**src/rtl/gs_sin_serializer.sv**
```systemverilog
// SIN/SCLK serializer for the LED-driver chain: one pixel bit per SCLK period, fetched from frame memory.
// Optional build macro GS_TEST_PATTERN_EN adds a test_mode input that replaces memory data with a chasing red LED.
`timescale 1ns/1ps

module gs_sin_serializer #(
    parameter int NB_ANGLES         = 128,
    parameter int NB_LEDS_PER_GROUP = 16,
    parameter int NB_ROWS           = 4,
    parameter int DATA_WIDTH        = 8,
    parameter int SCLK_DIV          = 4,
    localparam int ANGLE_WIDTH      = $clog2(NB_ANGLES),
    localparam int LED_WIDTH        = $clog2(NB_LEDS_PER_GROUP),
    localparam int ADDR_WIDTH       = ANGLE_WIDTH + 2 + LED_WIDTH + 2
) (
    input  logic                   clk,
    input  logic                   rst,
    input  logic                   enable,
    input  logic [ANGLE_WIDTH-1:0] angle,
    input  logic [NB_ROWS-1:0]     row_en,
    input  logic [LED_WIDTH-1:0]   led,
    input  logic [1:0]             color,
    input  logic [3:0]             bit_sel,
`ifdef GS_TEST_PATTERN_EN
    input  logic                   test_mode,
`endif
    output logic                   SCLK,
    output logic                   SIN,
    output logic                   mem_rd_en,
    output logic [ADDR_WIDTH-1:0]  mem_addr,
    input  logic [DATA_WIDTH-1:0]  mem_rdata,
    output logic                   busy
);

    localparam int PH_W = $clog2(2 * SCLK_DIV);
    localparam int IDX_W = (DATA_WIDTH > 1) ? $clog2(DATA_WIDTH) : 1;
    localparam logic [PH_W-1:0] PH_LAST = PH_W'(2 * SCLK_DIV - 1);
    localparam logic [PH_W-1:0] PH_HIGH = PH_W'(SCLK_DIV);
    localparam logic [PH_W-1:0] PH_SHIFT = PH_W'(2);
    localparam logic [4:0] DW_LIM = 5'(DATA_WIDTH);

    typedef enum logic [0:0] {
        IDLE = 1'b0,
        RUN  = 1'b1
    } state_t;

    // Returns {valid, row}; the row being shifted is the one displayed after the current row_en.
    function automatic logic [2:0] decode_row(input logic [NB_ROWS-1:0] re);
        logic [2:0] r;
        r = 3'b000;
        if (re == '0) begin
            r = 3'b100;
        end else begin
            for (int i = 0; i < NB_ROWS - 1; i++) begin
                if (re == ({{(NB_ROWS-1){1'b0}}, 1'b1} << i)) begin
                    r = {1'b1, 2'(i + 1)};
                end
            end
        end
        return r;
    endfunction

    state_t          state_r, state_s;
    logic [PH_W-1:0] phase_r, phase_s;
    logic [2:0]      row_s;
    logic            fetch_s;
    logic            test_mode_s;
    logic            test_bit_s;
    logic            start_s;
    logic            shift_s;

    logic             sclk_r;
    logic             sin_r;
    logic             rd_en_r;
    logic [ADDR_WIDTH-1:0] addr_r;
    logic             busy_r;
    logic             pad_r;
    logic             test_sel_r;
    logic             test_bit_r;
    logic [IDX_W-1:0] bit_idx_r;

`ifdef GS_TEST_PATTERN_EN
    assign test_mode_s = test_mode;
`else
    assign test_mode_s = 1'b0;
`endif

    // Next-state and phase counter; a started period always runs to its last phase.
    always_comb begin
        state_s = state_r;
        phase_s = phase_r;
        case (state_r)
            IDLE: begin
                phase_s = '0;
                if (enable && (phase_r == '0)) begin
                    state_s = RUN;
                end else begin
                    state_s = IDLE;
                end
            end
            RUN: begin
                if (phase_r == PH_LAST) begin
                    phase_s = '0;
                    if (enable) begin
                        state_s = RUN;
                    end else begin
                        state_s = IDLE;
                    end
                end else begin
                    phase_s = phase_r + {{(PH_W-1){1'b0}}, 1'b1};
                end
            end
            default: begin
                state_s = IDLE;
                phase_s = '0;
            end
        endcase
    end

    // Fetch qualification and pattern pixel derived from the fields sampled at period start.
    always_comb begin
        row_s      = decode_row(row_en);
        fetch_s    = row_s[2] && ({1'b0, bit_sel} < DW_LIM);
        test_bit_s = (color == 2'd0) && (led == angle[LED_WIDTH-1:0]);
        start_s    = (state_s == RUN) && (phase_s == '0);
        shift_s    = (state_s == RUN) && (phase_s == PH_SHIFT);
    end

    // State, phase and the SCLK/busy outputs, registered so they align with the phase count.
    always_ff @(posedge clk) begin
        if (rst) begin
            state_r <= IDLE;
            phase_r <= '0;
            sclk_r  <= 1'b0;
            busy_r  <= 1'b0;
        end else begin
            state_r <= state_s;
            phase_r <= phase_s;
            sclk_r  <= (state_s == RUN) && (phase_s >= PH_HIGH);
            busy_r  <= (state_s == RUN);
        end
    end

    // Period-start sampling: memory read strobe/address and the per-period padding decision.
    always_ff @(posedge clk) begin
        if (rst) begin
            rd_en_r    <= 1'b0;
            addr_r     <= '0;
            pad_r      <= 1'b0;
            test_sel_r <= 1'b0;
            test_bit_r <= 1'b0;
            bit_idx_r  <= '0;
        end else if (start_s) begin
            rd_en_r    <= fetch_s && !test_mode_s;
            pad_r      <= !fetch_s;
            test_sel_r <= test_mode_s;
            test_bit_r <= test_bit_s;
            bit_idx_r  <= bit_sel[IDX_W-1:0];
            if (fetch_s && !test_mode_s) begin
                addr_r <= {angle, row_s[1:0], led, color};
            end else begin
                addr_r <= addr_r;
            end
        end else begin
            rd_en_r <= 1'b0;
        end
    end

    // SIN update two clocks into the period, once the read data has returned; held otherwise.
    always_ff @(posedge clk) begin
        if (rst) begin
            sin_r <= 1'b0;
        end else if (shift_s) begin
            if (pad_r) begin
                sin_r <= 1'b0;
            end else if (test_sel_r) begin
                sin_r <= test_bit_r;
            end else begin
                sin_r <= mem_rdata[bit_idx_r];
            end
        end else begin
            sin_r <= sin_r;
        end
    end

    assign SCLK      = sclk_r;
    assign SIN       = sin_r;
    assign mem_rd_en = rd_en_r;
    assign mem_addr  = addr_r;
    assign busy      = busy_r;

endmodule
```
**config.mk**
```make
export PLATFORM = sky130hd
export DESIGN_NAME = gs_sin_serializer
export DESIGN_NICKNAME = d
export VERILOG_FILES = /design/src/rtl/gs_sin_serializer.sv
export SDC_FILE = /design/constraint.sdc
export NUM_CORES = 1
export LEC_CHECK = 0
export ABC_AREA = 1
export CAP_MARGIN = 20
export CORE_UTILIZATION = 59
export CTS_CLUSTER_SIZE = 28
export DETAILED_ROUTE_END_ITERATION = 8
export DONT_BUFFER_PORTS = 1
export PLACE_DENSITY = 0.86
export SLEW_MARGIN = 20
export SYNTH_ARGS = -nofsm -noshare
export SYNTH_HDL_FRONTEND = slang
export SYNTH_SLANG_ARGS = --single-unit
```
**constraint.sdc**
```tcl
create_clock -name clk -period 1.9 [get_ports clk]
set_input_delay 0.19 -clock clk [delete_from_list [all_inputs] [get_ports clk]]
set_output_delay 0.19 -clock clk [all_outputs]
set_load 0.01 [all_outputs]
```
==> implementation parameters <==
Parameter                              Value

Route
  Vias after detailed routing    1,003
  Drt initial violations    17
  Final routed DRC violation total    0
  Post-route antenna net violation count    0
  Average detailed-routed wire length per instance    13.5 um
  Number of vias per cell    5.34
  Wirelength, routed    2530 um
  Detailed-router iteration count before antenna repair    4

STA
  Relative slew margins    68.7%
  Number of max-slew violations in the final report    0
  Setup repair after global routing missed its margin    no
  Worst clock skew on the final layout    0.00832 ns
  Final critical-path required period    1.76 ns
  Timing-limited maximum frequency    570 MHz
  Final period utilization    92.4%
  Accumulated negative setup slack    0 ns
  Final number of hold-violating endpoints    0
  Total of endpoints with negative setup slack in the final report    0
  Worst-margin pin slew    0.467 ns

Power
  Static leakage power    0.625 nW
  Worst ir drop on vdd    627 uV
  Cell Int Power    704 uW
  Portion of total power attributed to sequential cells    61.1%
  Combinational group share of total power    14.3%
  Pwr Density    737 mW/mm2
  Fraction of power spent switching nets    27.5%
  Net Sw Power    266 uW
  Part of the power in the clock network    24.5%

Place
  Placed cell count    168
  Hpwl dp    1640 um
  Count of buffers from port buffering    0
  Routability cong.    0.789

Worst setup path
  Max stage delay cell, worst path    dfxtp_2
  Crit path buffers/inverters    0
  CP Max Fanout    18
  Start-to-end type of the worst setup path    reg2reg
  Slowest stage delay, CP    0.36 ns
  Stages on worst setup path    9
  Type of element launching the critical path    register
  Type of destination of the critical path    register
  Worst Path Required    2.18 ns
  Cell-by-cell trace of the critical path    ha_1 -> ha_2 -> o21bai_4 -> o21ai_2 -> nor2_4 -> nand2_8 -> nor2_4 -> nand2_1 -> nand2_1
  Gate family responsible for the most delay along the worst path    simple AND/OR/NAND/NOR gates
  Reg2reg path depth    9
  CP arrival    2.04 ns

Yosys
  #FFs+latches synth    26
  Number of different library cells in the post-synthesis netlist    19
  Gate Count Post-Synth    146
  Yosys Warn Count    0
  Fraction of the yosys area taken by sequential cells    47.1%
  Cell area after synthesis    0.00111 mm2
  Post-Synthesis Net Count    181
  Per-instance average area after synthesis    7.58 um2

GRT
  Largest net degree at the start of global routing    20
  Grt ovf    0
  Total routing resource utilization after global routing    27.1%
  Met2 global-route usage    48.1%
  Wire length of the first global-routing pass    3960 um
  Global route hottest layer    met2
  Number of global-route vias before repair    971
  Number of antenna violations at the first check in global routing    0
  Fraction of met3 tracks used by global routing    8.00%
  GR met1 Demand/Resource    29.1%

Status
  Result of the run    complete, no violations

Clocking
  Cell chosen for the clock root    clkbuf_4
  Max Buffers Root-to-Sink    2
  Clock edge transition at the registers on the reported setup and hold paths    0.14 ns
  Worst-Skew Late Latency    0.33 ns
  TritonCTS clock tree    yes
  Number of clock sinks    26
  CTS HTree Levels    1
  CTS Buf Count    3

Die
  Core Region    0.00175 mm2
  Die height    45.3 um
  Die Outline Area    0.00205 mm2
  Starting utilization of the core area    63.4%
  Standard-cell rows    15
  Number of top-level pins    51
  Die width    45.3 um

Flow run
  Max-cap violations    0

Final layout
  Post-layout instance count excluding filler cells    188
  Area grow syn2layout    19.1%
  Layout cell share with drive strength beyond 1    7.98%
  Fillers    135
  Antenna Cells    0
  Net count of the finished layout    200

Min path
  Hold path cells    2
  Class of the tightest hold or removal check    in2reg
[state kept, by name, indices dropped and copies added (netlist names)]
signal	count
phase_r	3
SIN	1
SCLK	1
pad_r	1
busy	1
mem_addr	15
mem_rd_en	1
bit_idx_r	3
[cell families (layout without fill, tap and decap cells)]
kind of cell             count (synthesis)  count (layout)  share of synthesized area [%]
adder cells (fa/ha/maj)                  3               3                           3.39
flip-flops                              26              26                           47.1
buffers and inverters                   15              31                           6.22
AND/OR/NAND/NOR                         91              92                           36.8
AO/OA/AOI/OAI                           11              11                           6.56
[final timing paths]
check | from | slack (ns) | to
max reg2reg | phase_r[0] | 0.14 | mem_addr[0]
max | phase_r[0] | 0.14 | mem_addr[0]
min reg2reg | pad_r | 0.48 | pad_r
min | bit_sel[1] | 0.0007 | bit_idx_r[1]
[through the flow]
step / instance area, um2 / util (%) / worst slack, ns / hold slack [ns] / power (mW)
floorplan: 1110 / - / 0.271 / 0.259 / 0.684
global route: 1320 / 75.5 / 0.00125 / 0.0160 / 1.01
global placement: 1110 / 63.8 / 0.180 / 0.261 / 0.695
CTS: 1280 / 73.1 / 0.0278 / 0.00967 / 0.953
finish: 1320 / 75.5 / 0.145 / 0.000711 / 0.970
detailed placement: 1110 / 63.8 / 0.0762 / 0.264 / 0.703
[power by group through the flow]
stage	Clock [mW]	Combinational (mW)	Sequential [mW]
5_1_grt	0.260	0.157	0.596
4_1_cts	0.236	0.125	0.592
2_1_floorplan	0	0.0858	0.599
3_5_place_dp	0	0.0986	0.604
3_3_place_gp	0	0.0931	0.602
6_report	0.238	0.139	0.593
[per-layer routing]
metal	up-vias	wire (um)	part of all wire (%)
met3	6	140	5.5
met4	0	71	2.8
met5	-	0	0
li1	503	-	-
met2	31	1360	54
met1	463	959	38
[layout make-up]
cell class	count	area [um2]	area share [%]
clock buffers	3	22.5	1.71
inverters	12	45.0	3.42
multi-input cells	106	539	40.9
flip-flops and latches	26	522	39.6
well taps	25	31.3	2.37
repair buffers	16	158	12.0
[cell usage in the layout, fill, tap and decap left out, drive strengths merged]
master	instances
nand3	24
nand3b	1
dlygate4sd3	15
ha	3
nor2	20
o21bai	1
o21ai	6
inv	11
clkinv	1
a21oi	4
nand2	47
clkbuf	3
buf	1
dfxtp	26
[timing repair]
item                                    CTS  global route
endpoints found under the setup margin    0            16
endpoints found under the hold margin    19             1
buffers inserted                          0             1
hold buffers                             14             1
resized for setup                         0             3
[cell usage after synthesis (all sizes together)]
| master | count | area [um2] |
|---|---|---|
| clkbuf | 1 | 3.75 |
| buf | 2 | 20.0 |
| nor2 | 19 | 95.1 |
| inv | 11 | 41.3 |
| o21bai | 1 | 18.8 |
| clkinv | 1 | 3.75 |
| o21ai | 6 | 33.8 |
| a21oi | 4 | 20.0 |
| ha | 3 | 37.5 |
| dfxtp | 26 | 521 |
| nand2 | 47 | 184 |
| nand3 | 24 | 120 |
| nand3b | 1 | 7.51 |
Power figures use the tool's default switching activity.
